[config.mk]
export PLATFORM = sky130hd
export DESIGN_NAME = syscall_responder
export DESIGN_NICKNAME = d
export VERILOG_FILES = /design/src/rtl/syscall_responder.sv
export SDC_FILE = /design/constraint.sdc
export NUM_CORES = 1
export LEC_CHECK = 0
export ABC_AREA = 1
export CORE_UTILIZATION = 54
export DETAILED_ROUTE_END_ITERATION = 8
export GPL_TIMING_DRIVEN = 0
export HOLD_SLACK_MARGIN = 0.03
export PLACE_DENSITY = 0.86
export SKIP_LAST_GASP = 1
export SYNTH_ARGS = -nofsm -noshare
export SYNTH_HDL_FRONTEND = slang
export SYNTH_SLANG_ARGS = --single-unit
[constraint.sdc]
create_clock -name clk -period 3.7 [get_ports clk]
set_input_delay 0.555 -clock clk [delete_from_list [all_inputs] [get_ports clk]]
set_output_delay 0.555 -clock clk [all_outputs]
set_load 0.005 [all_outputs]
[src/rtl/syscall_responder.sv]
// Syscall responder: freezes the CPU on a halt syscall, single-steps on a
// "go" rising edge, latches $a0 on a display syscall, counts syscall events,
// and scans the latched value onto an 8-digit multiplexed 7-segment display.
module syscall_responder #(
    parameter logic [15:0] SCAN_DIV = 16'd50000
) (
    input  logic        clk,
    input  logic        rst_n,
    input  logic        show,
    input  logic        halt,
    input  logic [31:0] a0,
    input  logic        go,
    output logic        cpu_en,
    output logic [31:0] disp_data,
    output logic [15:0] syscall_cnt,
    output logic [7:0]  an,
    output logic [7:0]  seg
);

    typedef enum logic [1:0] {
        RUN    = 2'd0,
        HALTED = 2'd1,
        STEP   = 2'd2
    } state_t;

    state_t      state_r;
    state_t      next_state_s;
    logic        go_prev_r;
    logic        go_rise_s;
    logic        fsm_en_s;
    logic        commit_s;
    logic        halt_entry_s;
    logic        cnt_inc_s;
    logic [31:0] disp_data_r;
    logic [15:0] syscall_cnt_r;
    logic [15:0] scan_cnt_r;
    logic [2:0]  idx_r;
    logic [7:0]  an_r;
    logic [7:0]  seg_r;
    logic        scan_wrap_s;
    logic [3:0]  nibble_s;

    // Active-low hex decoder, bit order gfedcba.
    function automatic logic [6:0] hex_to_seg(input logic [3:0] nib);
        logic [6:0] s;
        case (nib)
            4'h0:    s = 7'b1000000;
            4'h1:    s = 7'b1111001;
            4'h2:    s = 7'b0100100;
            4'h3:    s = 7'b0110000;
            4'h4:    s = 7'b0011001;
            4'h5:    s = 7'b0010010;
            4'h6:    s = 7'b0000010;
            4'h7:    s = 7'b1111000;
            4'h8:    s = 7'b0000000;
            4'h9:    s = 7'b0010000;
            4'hA:    s = 7'b0001000;
            4'hB:    s = 7'b0000011;
            4'hC:    s = 7'b1000110;
            4'hD:    s = 7'b0100001;
            4'hE:    s = 7'b0000110;
            4'hF:    s = 7'b0001110;
            default: s = 7'b1111111;
        endcase
        return s;
    endfunction

    // Next-state logic and the state-derived CPU enable.
    always_comb begin
        next_state_s = state_r;
        fsm_en_s     = 1'b1;
        go_rise_s    = go & ~go_prev_r;
        case (state_r)
            RUN: begin
                fsm_en_s = ~halt;
                if (halt) begin
                    next_state_s = HALTED;
                end else begin
                    next_state_s = RUN;
                end
            end
            HALTED: begin
                fsm_en_s = 1'b0;
                if (go_rise_s) begin
                    next_state_s = STEP;
                end else begin
                    next_state_s = HALTED;
                end
            end
            STEP: begin
                // Halt is deliberately ignored so the step always completes.
                fsm_en_s     = 1'b1;
                next_state_s = RUN;
            end
            default: begin
                fsm_en_s     = ~halt;
                next_state_s = RUN;
            end
        endcase
    end

    // Commit and counting qualifiers; during reset the CPU behaves as in RUN.
    always_comb begin
        if (!rst_n) begin
            cpu_en = ~halt;
        end else begin
            cpu_en = fsm_en_s;
        end
        commit_s     = show & fsm_en_s & ~halt;
        halt_entry_s = (state_r == RUN) & halt;
        cnt_inc_s    = commit_s | halt_entry_s;
    end

    // FSM state and go-edge history.
    always_ff @(posedge clk) begin
        if (!rst_n) begin
            state_r   <= RUN;
            go_prev_r <= 1'b0;
        end else begin
            state_r   <= next_state_s;
            go_prev_r <= go;
        end
    end

    // Displayed value and saturating syscall counter.
    always_ff @(posedge clk) begin
        if (!rst_n) begin
            disp_data_r   <= 32'h0000_0000;
            syscall_cnt_r <= 16'h0000;
        end else begin
            if (commit_s) begin
                disp_data_r <= a0;
            end else begin
                disp_data_r <= disp_data_r;
            end
            if (cnt_inc_s && (syscall_cnt_r != 16'hFFFF)) begin
                syscall_cnt_r <= syscall_cnt_r + 16'd1;
            end else begin
                syscall_cnt_r <= syscall_cnt_r;
            end
        end
    end

    // Wrap condition for the per-digit dwell counter and the active nibble.
    always_comb begin
        scan_wrap_s = (scan_cnt_r == (SCAN_DIV - 16'd1));
        nibble_s    = disp_data_r[{idx_r, 2'b00} +: 4];
    end

    // Digit scan timing; runs regardless of the CPU state.
    always_ff @(posedge clk) begin
        if (!rst_n) begin
            scan_cnt_r <= 16'd0;
            idx_r      <= 3'd0;
        end else begin
            if (scan_wrap_s) begin
                scan_cnt_r <= 16'd0;
                idx_r      <= idx_r + 3'd1;
            end else begin
                scan_cnt_r <= scan_cnt_r + 16'd1;
                idx_r      <= idx_r;
            end
        end
    end

    // Registered anode/cathode drive, one cycle behind the digit index.
    always_ff @(posedge clk) begin
        if (!rst_n) begin
            an_r  <= 8'hFE;
            seg_r <= 8'hC0;
        end else begin
            an_r  <= ~(8'd1 << idx_r);
            seg_r <= {1'b1, hex_to_seg(nibble_s)};
        end
    end

    assign disp_data   = disp_data_r;
    assign syscall_cnt = syscall_cnt_r;
    assign an          = an_r;
    assign seg         = seg_r;

endmodule

==> results of run 1 <==
-- critical path, cell delays in order --
cell,delay (ps)
clkdlybuf4s50_1,670
buf_2,280
nand2_1,90
nand2_1,60
o21ai_0,70
inv_1,60
clkdlybuf4s50_1,490
-- kinds of logic after synthesis --
family	count (synthesis)	share of synthesized area [%]
other cells	1	0.08743
flops	85	39.67
xor+xnor	10	2.042
fa+ha+maj	17	4.959
buf+inv	103	10.36
simple gates	274	29.14
compound gates	108	13.74
-- sequential cells by signal, summed over array words and instances, names as in the netlist --
signal,cells
an,8
disp_data,32
go_prev_r,1
idx_r,3
scan_cnt_r,16
seg,7
state_r,2
syscall_cnt,16
-- report_power, final --
part           switching, W  total, W  leakage, nW  internal, W
combinational      0.000154  0.000311         1.42     0.000157
clock              0.000330  0.000776        0.123     0.000446
sequential        0.0000274  0.000985        0.693     0.000957
total              0.000511   0.00207         2.24      0.00156
-- cell usage in the layout, fill, tap and decap left out, types with 8 or more instances in the layout --
cell | synthesis | layout
a21oi_2 | 10 | 10
clkdlybuf4s50_1 | 0 | 100
nor2_2 | 8 | 8
nor3_1 | 12 | 12
o21ai_0 | 40 | 40
clkbuf_1 | 11 | 11
clkbuf_8 | 0 | 9
a21oi_1 | 52 | 52
nand2_2 | 8 | 8
nand2_1 | 147 | 147
ha_1 | 17 | 17
inv_1 | 75 | 75
nand3_1 | 40 | 40
dfxtp_1 | 85 | 85
nor2_1 | 37 | 37
-- area by class of cell --
type | instances | area (sq um) | area share (%)
Clock buffer | 9 | 123.9 | 2.190
Inverter | 79 | 296.5 | 5.243
Timing Repair Buffer | 100 | 1001 | 17.70
Buffer | 24 | 147.6 | 2.611
Tap cell | 102 | 127.6 | 2.257
Clock inverter | 7 | 113.9 | 2.013
Sequential cell | 85 | 1702 | 30.09
Multi-Input combinational cell | 410 | 2143 | 37.90
-- Yosys cell counts --
library cell,number,share of area (%)
nand2_1,147,13
dfxtp_1,85,40
inv_1,75,6.6
a21oi_1,52,6.1
nand3_1,40,4.7
o21ai_0,40,4.7
nor2_1,37,3.2
ha_1,17,5.0
nor3_1,12,1.4
clkbuf_1,11,0.96
a21oi_2,10,2.0
nand2_2,8,1.2
nor2_2,8,1.2
nand4_1,7,1.0
xor2_1,7,1.4
buf_2,6,0.70
buf_4,3,0.53
buf_6,3,0.79
inv_2,3,0.26
nand3_2,3,0.70
xnor2_1,3,0.61
a31oi_1,2,0.29
nand2_4,2,0.53
nor2_4,2,0.53
nor3_2,2,0.47
o21ai_2,2,0.41
and2_1,1,0.15
buf_12,1,0.47
clkinv_1,1,0.087
conb_1,1,0.087
nand3b_1,1,0.18
nand4_2,1,0.29
nor4_1,1,0.15
nor4_4,1,0.50
o21ai_1,1,0.12
o22ai_1,1,0.15
or2_2,1,0.15
-- routing by layer --
layer / global-route usage [%] / up-vias
li1: - / 2125
met1: 31.09 / 1998
met2: 50.88 / 154
met3: 3.936 / 28
met4: 12.96 / 0
met5: 0 / -
-- how the worst max path moves through the flow --
stage / startpoint / endpoint / slack (ps) / depth (start not counted)
final: rst_n / cpu_en / 870 / 7
after global routing: rst_n / cpu_en / 740 / 7
after CTS: rst_n / cpu_en / 880 / 7
after detailed placement: rst_n / cpu_en / 880 / 7
after global placement: rst_n / cpu_en / 900 / 7
after floorplan: idx_r[0] / seg[1] / 2000 / 12
-- through the flow --
step,setup slack (ps),cell area (sq um),power (W)
finish,865.3,5655,0.002071
global route,743.5,5655,0.002150
CTS,876.5,5655,0.002076
detailed placement,881.6,5418,0.001313
global placement,903.6,5418,0.001304
floorplan,2000,4289,0.001152
==> summary.txt, run 1 <==
Hold path
  • Hold WC Path Type: register to register
  • Hold Path Depth: 1
  • Hold endpoint: state_r[1]
  • Min-delay src: go_prev_r

Clock tree
  • CTS clock-pin slew for the worst setup and hold paths: approximately 90 ps
  • Post-cts resize count: 0
  • Cts bufs inserted: 9
  • Clock sinks: 85
  • Clock root buffer: clkbuf_8
  • CTS tree: done
  • H-tree Lvls: 3
  • Post CTS Setup Buffer Count: 0
  • Worst-case clock buffer depth: 2
  • Post-cts hold buffer count: 0
  • Worst-Skew Late Latency: around 360 ps

Placement
  • DP Wirelength: 8365 um
  • Placed cell count: 800
  • Port-buffer cells: 100
  • Global placer's final weighted congestion: about 0.90

Timing
  • Max-slew violations: 0
  • Worst slew margin: between 60% and 70%
  • Total negative slack: 0 ps
  • Final Skew: around 12 ps
  • Final setup fails: 0
  • Fin crit period: ~2800 ps
  • Unrepaired setup endpoints after global routing: false
  • Fmax achieved: about 0.35 GHz
  • Slew @ Worst Pin: between 500 and 600 ps
  • Final Hold Viols: 0
  • Period utilization: 76.61%
  • Hold slack: approximately 440 ps

Finish
  • Final Core Density: approximately 74%
  • Number of antenna cells inserted: 0
  • Layout cells sized above 1: slightly above 10%
  • Final #Nets: roughly 760
  • Layout area overhead: 31.86%
  • Number of fill cells: 605
  • Final Non-Filler Cells: a little over 800

Route
  • Drt total wl: roughly 11000 um
  • Vias: 4305
  • Routed wire per std cell: 13.64 um
  • Met3 WL: approximately 600 um
  • Metal-1 WL: 4524 um
  • Drt initial violations: approximately 190
  • DRC viols: 0
  • Initial DRT Pass Iterations: 5
  • Routed Antenna Nets: 0
  • Met2 routed wirelength: roughly 5700 um
  • Vias/cell: roughly 5.3
  • Top layer in use: met4

Critical path
  • CP required: 3140 ps
  • Reg-to-Reg End: seg[1]
  • Critical setup path kind: primary input to output port
  • Crit. End Element: output port
  • CP Max Fanout: 10
  • Cells on worst reg2reg path: 12
  • Arrival @ worst endpoint: roughly 2300 ps
  • R2R Setup Slk: approximately 1600 ps
  • Worst Setup Start Kind: primary input
  • FF-to-FF Start: idx_r[0]

Global routing
  • GRT Overall Usage: between 20% and 30%
  • Antenna violations before repair: 0
  • Total congestion overflow: 0
  • First-pass GRT wire length: between 15000 and 20000 um
  • Largest net degree at the start of global routing: 15
  • Via count of the first global-routing pass: about 4100

Floorplan
  • Die Area: 8303 sq um
  • Io pins: 102
  • Initial Util: between 50% and 60%
  • Die Ht: between 90 and 100 um
  • Core Region: 7687 sq um
  • Row count: 32
  • Die span in x: about 91 um

Outcome
  • Status: complete, no violations

Synth
  • Syn Inst Count: 598
  • Seq/Total Area, Yosys: 39.67%
  • Yosys reg bits: 85
  • Syn_nets: around 650
  • Yosys warns: 0
  • Syn Std Cell Area: roughly 4300 sq um
  • Syn Area/Cell: roughly 7.2 sq um
  • Synth cell types: 37

Power and ir drop
  • Cell Pwr Density: between 300 and 400 nW/um^2
  • P_leak: approximately 2.2 nW
  • VDD IR-drop max: approximately 0.00022 V

Job
  • Max Cap Viol: 0
Power figures use the tool's default switching activity.
==> run 2, diff against run 1 <==
--- a/config.mk
+++ b/config.mk
@@ -6,11 +6,11 @@
 export NUM_CORES = 1
 export LEC_CHECK = 0
 export ABC_AREA = 1
-export CORE_UTILIZATION = 54
+export CORE_UTILIZATION = 50
 export DETAILED_ROUTE_END_ITERATION = 8
 export GPL_TIMING_DRIVEN = 0
 export HOLD_SLACK_MARGIN = 0.03
-export PLACE_DENSITY = 0.86
+export PLACE_DENSITY = 0.8
 export SKIP_LAST_GASP = 1
 export SYNTH_ARGS = -nofsm -noshare
 export SYNTH_HDL_FRONTEND = slang
==> constraint.sdc (replaced) <==
create_clock -name clk -period 2.72 [get_ports clk]
set_input_delay 0.408 -clock clk [delete_from_list [all_inputs] [get_ports clk]]
set_output_delay 0.408 -clock clk [all_outputs]
set_load 0.005 [all_outputs]
==> summary.txt, run 2 (synthesized netlist as in run 1, its figures left out) <==
Outcome
  • Status: complete, no violations (unchanged)

Timing
  • Hold slack: 438.2 ps (was 435.7 ps)
  • Max-slew violations: 0 (unchanged)
  • Final Skew: 11.56 ps (was 12.05 ps)
  • Final Hold Viols: 0 (unchanged)
  • Fin crit period: between 2000 and 3000 ps
  • Total negative slack: 0 ps (unchanged)
  • Final setup fails: 0 (unchanged)
  • Fmax achieved: 0.3929 GHz
  • Period utilization: between 90% and 100%
  • Slew @ Worst Pin: 560.7 ps (was 546.9 ps)
  • Worst slew margin: 62.62% (was 63.54%)
  • Unrepaired setup endpoints after global routing: false (unchanged)

Route
  • Drt initial violations: 246 (was 194)
  • Routed Antenna Nets: 0 (unchanged)
  • Drt total wl: 11100 um (was 11130 um)
  • Vias: 4195 (was 4305)
  • DRC viols: 0 (unchanged)
  • Routed wire per std cell: 13.55 um (was 13.64 um)
  • Initial DRT Pass Iterations: 5 (unchanged)
  • Vias/cell: 5.122 (was 5.276)

Global routing
  • Via count of the first global-routing pass: 4156 (was 4099)
  • Antenna violations before repair: 0 (unchanged)
  • First-pass GRT wire length: 18510 um (was 18380 um)
  • Total congestion overflow: 0 (unchanged)
  • GRT Overall Usage: 26.38% (was 27.59%)
  • Largest net degree at the start of global routing: 14 (was 15)

Critical path
  • Worst Path Buf+Inv: 4 (unchanged)
  • CP Max Fanout: 10 (unchanged)
  • Slowest cell on the critical path: clkdlybuf4s50_1 (unchanged)
  • Critical Path Max Stage Delay: 680 ps (was 670 ps)
  • Delay-heaviest family, CP: buffers and inverters (unchanged)
  • CP cell instances: clkdlybuf4s50_1 > buf_2 > nand2_1 > nand2_1 > o21ai_0 > inv_1 > clkdlybuf4s50_1 (unchanged)
  • Worst Setup Start Kind: primary input (unchanged)
  • Crit. End Element: output port (unchanged)
  • CP required: 2310 ps (was 3140 ps)
  • Arrival @ worst endpoint: 2140 ps (was 2280 ps)
  • Critical setup path kind: primary input to output port (unchanged)

Finish
  • Layout area overhead: 32.00% (was 31.86%)
  • Max FFs per register: 32 (unchanged)
  • Commonest non-fill, non-tap cell in the layout: nand2_1 (unchanged)
  • Layout cells sized above 1: 9.804% (was 10.08%)
  • Most frequent cells in the layout: nand2_1 (147), clkdlybuf4s50_1 (100), dfxtp_1 (85) (unchanged)
  • Number of antenna cells inserted: 0 (unchanged)
  • Final #Nets: 763 (unchanged)
  • Number of fill cells: 715 (was 605)

Floorplan
  • Die Ht: 94.62 um (was 91.12 um)
  • Core Region: 8258 sq um (was 7687 sq um)
  • Io pins: 102 (unchanged)
  • Initial Util: 51.94% (was 55.79%)
  • Die span in x: 94.62 um (was 91.12 um)
  • Row count: 33 (was 32)
  • Die Area: 8953 sq um (was 8303 sq um)

Clock tree
  • Post-cts resize count: 0 (unchanged)
  • CTS clock-pin slew for the worst setup and hold paths: 80 ps (was 90 ps)
  • Post-cts hold buffer count: 0 (unchanged)
  • H-tree Lvls: 3 (unchanged)
  • Post CTS Setup Buffer Count: 0 (unchanged)
  • Worst-Skew Late Latency: 350 ps (was 360 ps)
  • Clock sinks: 85 (unchanged)
  • Clock root buffer: clkbuf_8 (unchanged)
  • Worst-case clock buffer depth: 2 (unchanged)
  • CTS tree: done (unchanged)
  • Cts bufs inserted: 9 (unchanged)

Placement
  • Global placer's final weighted congestion: 0.9057 (was 0.9047)
  • DP Wirelength: 8532 um (was 8365 um)
  • Port-buffer cells: 100 (unchanged)

Power and ir drop
  • Cell Pwr Density: 499.4 nW/um^2 (was 366.3 nW/um^2)
  • Total power: 0.002827 W (was 0.002071 W)
  • VDD IR-drop max: 0.0003003 V (was 0.0002166 V)
  • P_leak: 2.235 nW (was 2.237 nW)

Hold path
  • Hold WC Path Type: register to register (unchanged)

Job
  • Max Cap Viol: 0 (unchanged)
-- run 2: cell count changes in the layout (fill, tap and decap cells not counted), sizes merged --
cell / change
clkbuf: +3
clkinv: -3
-- run 2: layout make-up --
type	count	area [sq um]	share of cell area, %
clock inverter	4	95.09	1.680
clock buffer	12	145.1	2.564
inverter	79	296.5	5.238
sequential	85	1702	30.06
multi-input combinational	410	2143	37.86
tap	105	131.4	2.320
timing repair buffer	100	1001	17.68
buffer	24	147.6	2.608
-- run 2: report_power, final --
part | switching [W] | internal, W | total [W]
logic | 0.000209 | 0.000214 | 0.000423
registers | 0.0000374 | 0.00130 | 0.00134
clock network | 0.000430 | 0.000635 | 0.00107
total | 0.000677 | 0.00215 | 0.00283
-- run 2: worst paths after layout --
kind / start / end / slack [ps] / depth (start not counted)
worst max-delay path: rst_n / cpu_en / 170 / 7
worst min-delay path: go_prev_r / state_r[1] / 440 / 1
worst max register to register: idx_r[0] / seg[1] / 690 / 10
worst min register to register: go_prev_r / state_r[1] / 440 / 1
-- run 2: worst register-to-register path, cell delays in order (launching register included) --
cell     delay (ps)
dfxtp_1         370
inv_2           150
buf_6           170
nand2_1          60
nand3_1          80
nand2_1          90
o21ai_1         360
ha_1            310
nand3_1         100
a21oi_1          70
and2_1          180
-- run 2: per-stage QoR --
| step | setup WS (ps) | util, % | instances | cell area, sq um |
|---|---|---|---|---|
| 4_1_cts | 165.6 | 68.56 | 819 | 5662 |
| 3_5_place_dp | 165.0 | 65.65 | 803 | 5421 |
| 2_1_floorplan | 1020 | - | 598 | 4289 |
| 5_1_grt | 44.84 | 68.56 | 819 | 5662 |
| 6_report | 174.6 | 68.56 | 819 | 5662 |
| 3_3_place_gp | 188.8 | 65.65 | 803 | 5421 |
-- run 2: layer usage --
metal | vias to the layer above | GRT usage (%) | routed length, um
met5 | - | 0 | 0
met4 | 0 | 7.449 | 140
met3 | 12 | 5.636 | 527
met2 | 119 | 49.04 | 5785
met1 | 1941 | 30.06 | 4640
li1 | 2123 | - | -
==> run 3, diff against run 2 <==
--- a/config.mk
+++ b/config.mk
@@ -6,11 +6,13 @@
 export NUM_CORES = 1
 export LEC_CHECK = 0
 export ABC_AREA = 1
-export CORE_UTILIZATION = 50
+export CELL_PAD_IN_SITES_DETAIL_PLACEMENT = 1
+export CELL_PAD_IN_SITES_GLOBAL_PLACEMENT = 2
+export CORE_UTILIZATION = 27
 export DETAILED_ROUTE_END_ITERATION = 8
 export GPL_TIMING_DRIVEN = 0
 export HOLD_SLACK_MARGIN = 0.03
-export PLACE_DENSITY = 0.8
+export PLACE_DENSITY_LB_ADDON = 0.1
 export SKIP_LAST_GASP = 1
 export SYNTH_ARGS = -nofsm -noshare
 export SYNTH_HDL_FRONTEND = slang
==> summary.txt, run 3 (synthesized netlist as in run 1, its figures left out) <==
Outcome
  • Status: complete, no violations (unchanged)

Finish
  • Layout cells sized above 1: 9.804% (unchanged)
  • Most frequent cells in the layout: nand2_1 (147), clkdlybuf4s50_1 (100), dfxtp_1 (85) (unchanged)
  • Number of antenna cells inserted: 0 (unchanged)
  • Number of fill cells: 1912 (was 715)
  • Layout area overhead: 36.03% (was 32.00%)
  • Max FFs per register: 32 (unchanged)
  • Commonest non-fill, non-tap cell in the layout: nand2_1 (unchanged)
  • Final #Nets: 763 (unchanged)

Route
  • Vias: 4193 (was 4195)
  • DRC viols: 0 (unchanged)
  • Routed wire per std cell: 14.41 um (was 13.55 um)
  • Drt total wl: 13330 um (was 11100 um)
  • Vias/cell: 4.533 (was 5.122)
  • Drt initial violations: 158 (was 246)
  • Initial DRT Pass Iterations: 4 (was 5)
  • Routed Antenna Nets: 0 (unchanged)

Placement
  • Port-buffer cells: 100 (unchanged)
  • DP Wirelength: 10470 um (was 8532 um)
  • Global placer's final weighted congestion: 0.7997 (was 0.9057)

Critical path
  • Worst Path Buf+Inv: 4 (unchanged)
  • FF-to-FF Start: idx_r[1] (was idx_r[0])
  • Critical setup path kind: primary input to output port (unchanged)
  • Delay-heaviest family, CP: buffers and inverters (unchanged)
  • CP Max Fanout: 10 (unchanged)
  • Critical Path Max Stage Delay: 650 ps (was 680 ps)
  • Crit. End Element: output port (unchanged)
  • Arrival @ worst endpoint: 2090 ps (was 2140 ps)
  • Cells on worst reg2reg path: 10 (unchanged)
  • Slowest cell on the critical path: clkdlybuf4s50_1 (unchanged)
  • CP cell instances: clkdlybuf4s50_1 > buf_2 > nand2_1 > nand2_1 > o21ai_0 > inv_1 > clkdlybuf4s50_1 (unchanged)
  • R2R Setup Slk: 630 ps (was 690 ps)
  • Worst Setup Start Kind: primary input (unchanged)
  • CP required: 2310 ps (about the same)
  • Reg-to-Reg End: seg[2] (was seg[1])

Clock tree
  • Worst-case clock buffer depth: 2 (unchanged)
  • Post-cts resize count: 0 (unchanged)
  • H-tree Lvls: 3 (unchanged)
  • Post-cts hold buffer count: 0 (unchanged)
  • CTS tree: done (unchanged)
  • Worst-Skew Late Latency: 350 ps (about the same)
  • Clock sinks: 85 (unchanged)
  • Post CTS Setup Buffer Count: 0 (unchanged)
  • CTS clock-pin slew for the worst setup and hold paths: 60 ps (was 80 ps)
  • Clock root buffer: clkbuf_16 (was clkbuf_8)
  • Cts bufs inserted: 9 (unchanged)

Timing
  • Final Hold Viols: 0 (unchanged)
  • Unrepaired setup endpoints after global routing: false (unchanged)
  • Fin crit period: 2500 ps (was 2545 ps)
  • Hold slack: 454.4 ps (was 438.2 ps)
  • Period utilization: 91.93% (was 93.58%)
  • Final setup fails: 0 (unchanged)
  • Total negative slack: 0 ps (unchanged)
  • Fmax achieved: 0.3999 GHz (was 0.3929 GHz)
  • Final Skew: 5.283 ps (was 11.56 ps)
  • Max-slew violations: 0 (unchanged)
  • Slew @ Worst Pin: 608.1 ps (was 560.7 ps)
  • Worst slew margin: 59.46% (was 62.62%)

Hold path
  • Hold endpoint: state_r[1] (unchanged)
  • Hold WC Path Type: register to register (unchanged)
  • Min-delay src: go_prev_r (unchanged)
  • Hold Path Depth: 1 (unchanged)

Floorplan
  • Io pins: 102 (unchanged)
  • Die Area: 16390 sq um (was 8953 sq um)
  • Core Region: 15370 sq um (was 8258 sq um)
  • Initial Util: 27.90% (was 51.94%)
  • Row count: 45 (was 33)
  • Die Ht: 128.0 um (was 94.62 um)
  • Die span in x: 128.0 um (was 94.62 um)

Power and ir drop
  • VDD IR-drop max: 0.0003830 V (was 0.0003003 V)
  • P_leak: 2.246 nW (was 2.235 nW)
  • Total power: 0.002946 W (was 0.002827 W)
  • Cell Pwr Density: 505.0 nW/um^2 (was 499.4 nW/um^2)

Global routing
  • Largest net degree at the start of global routing: 14 (unchanged)
  • First-pass GRT wire length: 22090 um (was 18510 um)
  • Total congestion overflow: 0 (unchanged)
  • GRT Overall Usage: 17.44% (was 26.38%)
  • Antenna violations before repair: 0 (unchanged)
  • Via count of the first global-routing pass: 4423 (was 4156)

Job
  • Max Cap Viol: 0 (unchanged)
run 3: cell types whose count changed in the layout (fill, tap and decap cells not counted):
cell / change
clkbuf_16: +9
clkbuf_8: -8
bufinv_16: -3
clkinvlp_4: +2
run 3: worst max path at each step:
stage | startpoint | endpoint | cells past startpoint
floorplan | idx_r[0] | seg[1] | 12
global placement | rst_n | cpu_en | 7
detailed placement | rst_n | cpu_en | 7
CTS | rst_n | cpu_en | 7
global route | rst_n | cpu_en | 7
finish | rst_n | cpu_en | 7
run 3: layer usage:
layer	GRT usage (%)	vias to the layer above	wire length [um]
met4	5.606	0	177
met2	30.53	73	6459
met3	3.881	11	524
li1	-	2126	-
met5	0	-	0
met1	21.11	1983	6171
run 3: area by class of cell:
| cell class | instances | area, sq um | area share, % |
|---|---|---|---|
| well taps | 211 | 264.0 | 4.525 |
| clock inverters | 3 | 20.02 | 0.3431 |
| flip-flops and latches | 85 | 1702 | 29.17 |
| repair buffers | 100 | 1001 | 17.16 |
| clock buffers | 13 | 260.3 | 4.461 |
| inverters | 79 | 296.5 | 5.083 |
| multi-input cells | 410 | 2143 | 36.74 |
| plain buffers | 24 | 147.6 | 2.531 |
run 3: report_power, final:
| part | internal (W) | leakage [nW] | switching [W] |
|---|---|---|---|
| clock network | 0.000668 | 0.132 | 0.000506 |
| registers | 0.00130 | 0.693 | 0.0000380 |
| logic | 0.000214 | 1.42 | 0.000216 |
| total | 0.00219 | 2.25 | 0.000761 |
run 3: stage by stage:
stage | cells | setup slack [ps] | cell area (sq um) | utilization [%]
3_3_place_gp | 909 | 172.6 | 5554 | 36.13
5_1_grt | 925 | 22.18 | 5834 | 37.96
3_5_place_dp | 909 | 161.0 | 5554 | 36.13
6_report | 925 | 219.6 | 5834 | 37.96
2_1_floorplan | 598 | 1020 | 4289 | -
4_1_cts | 925 | 158.5 | 5834 | 37.96
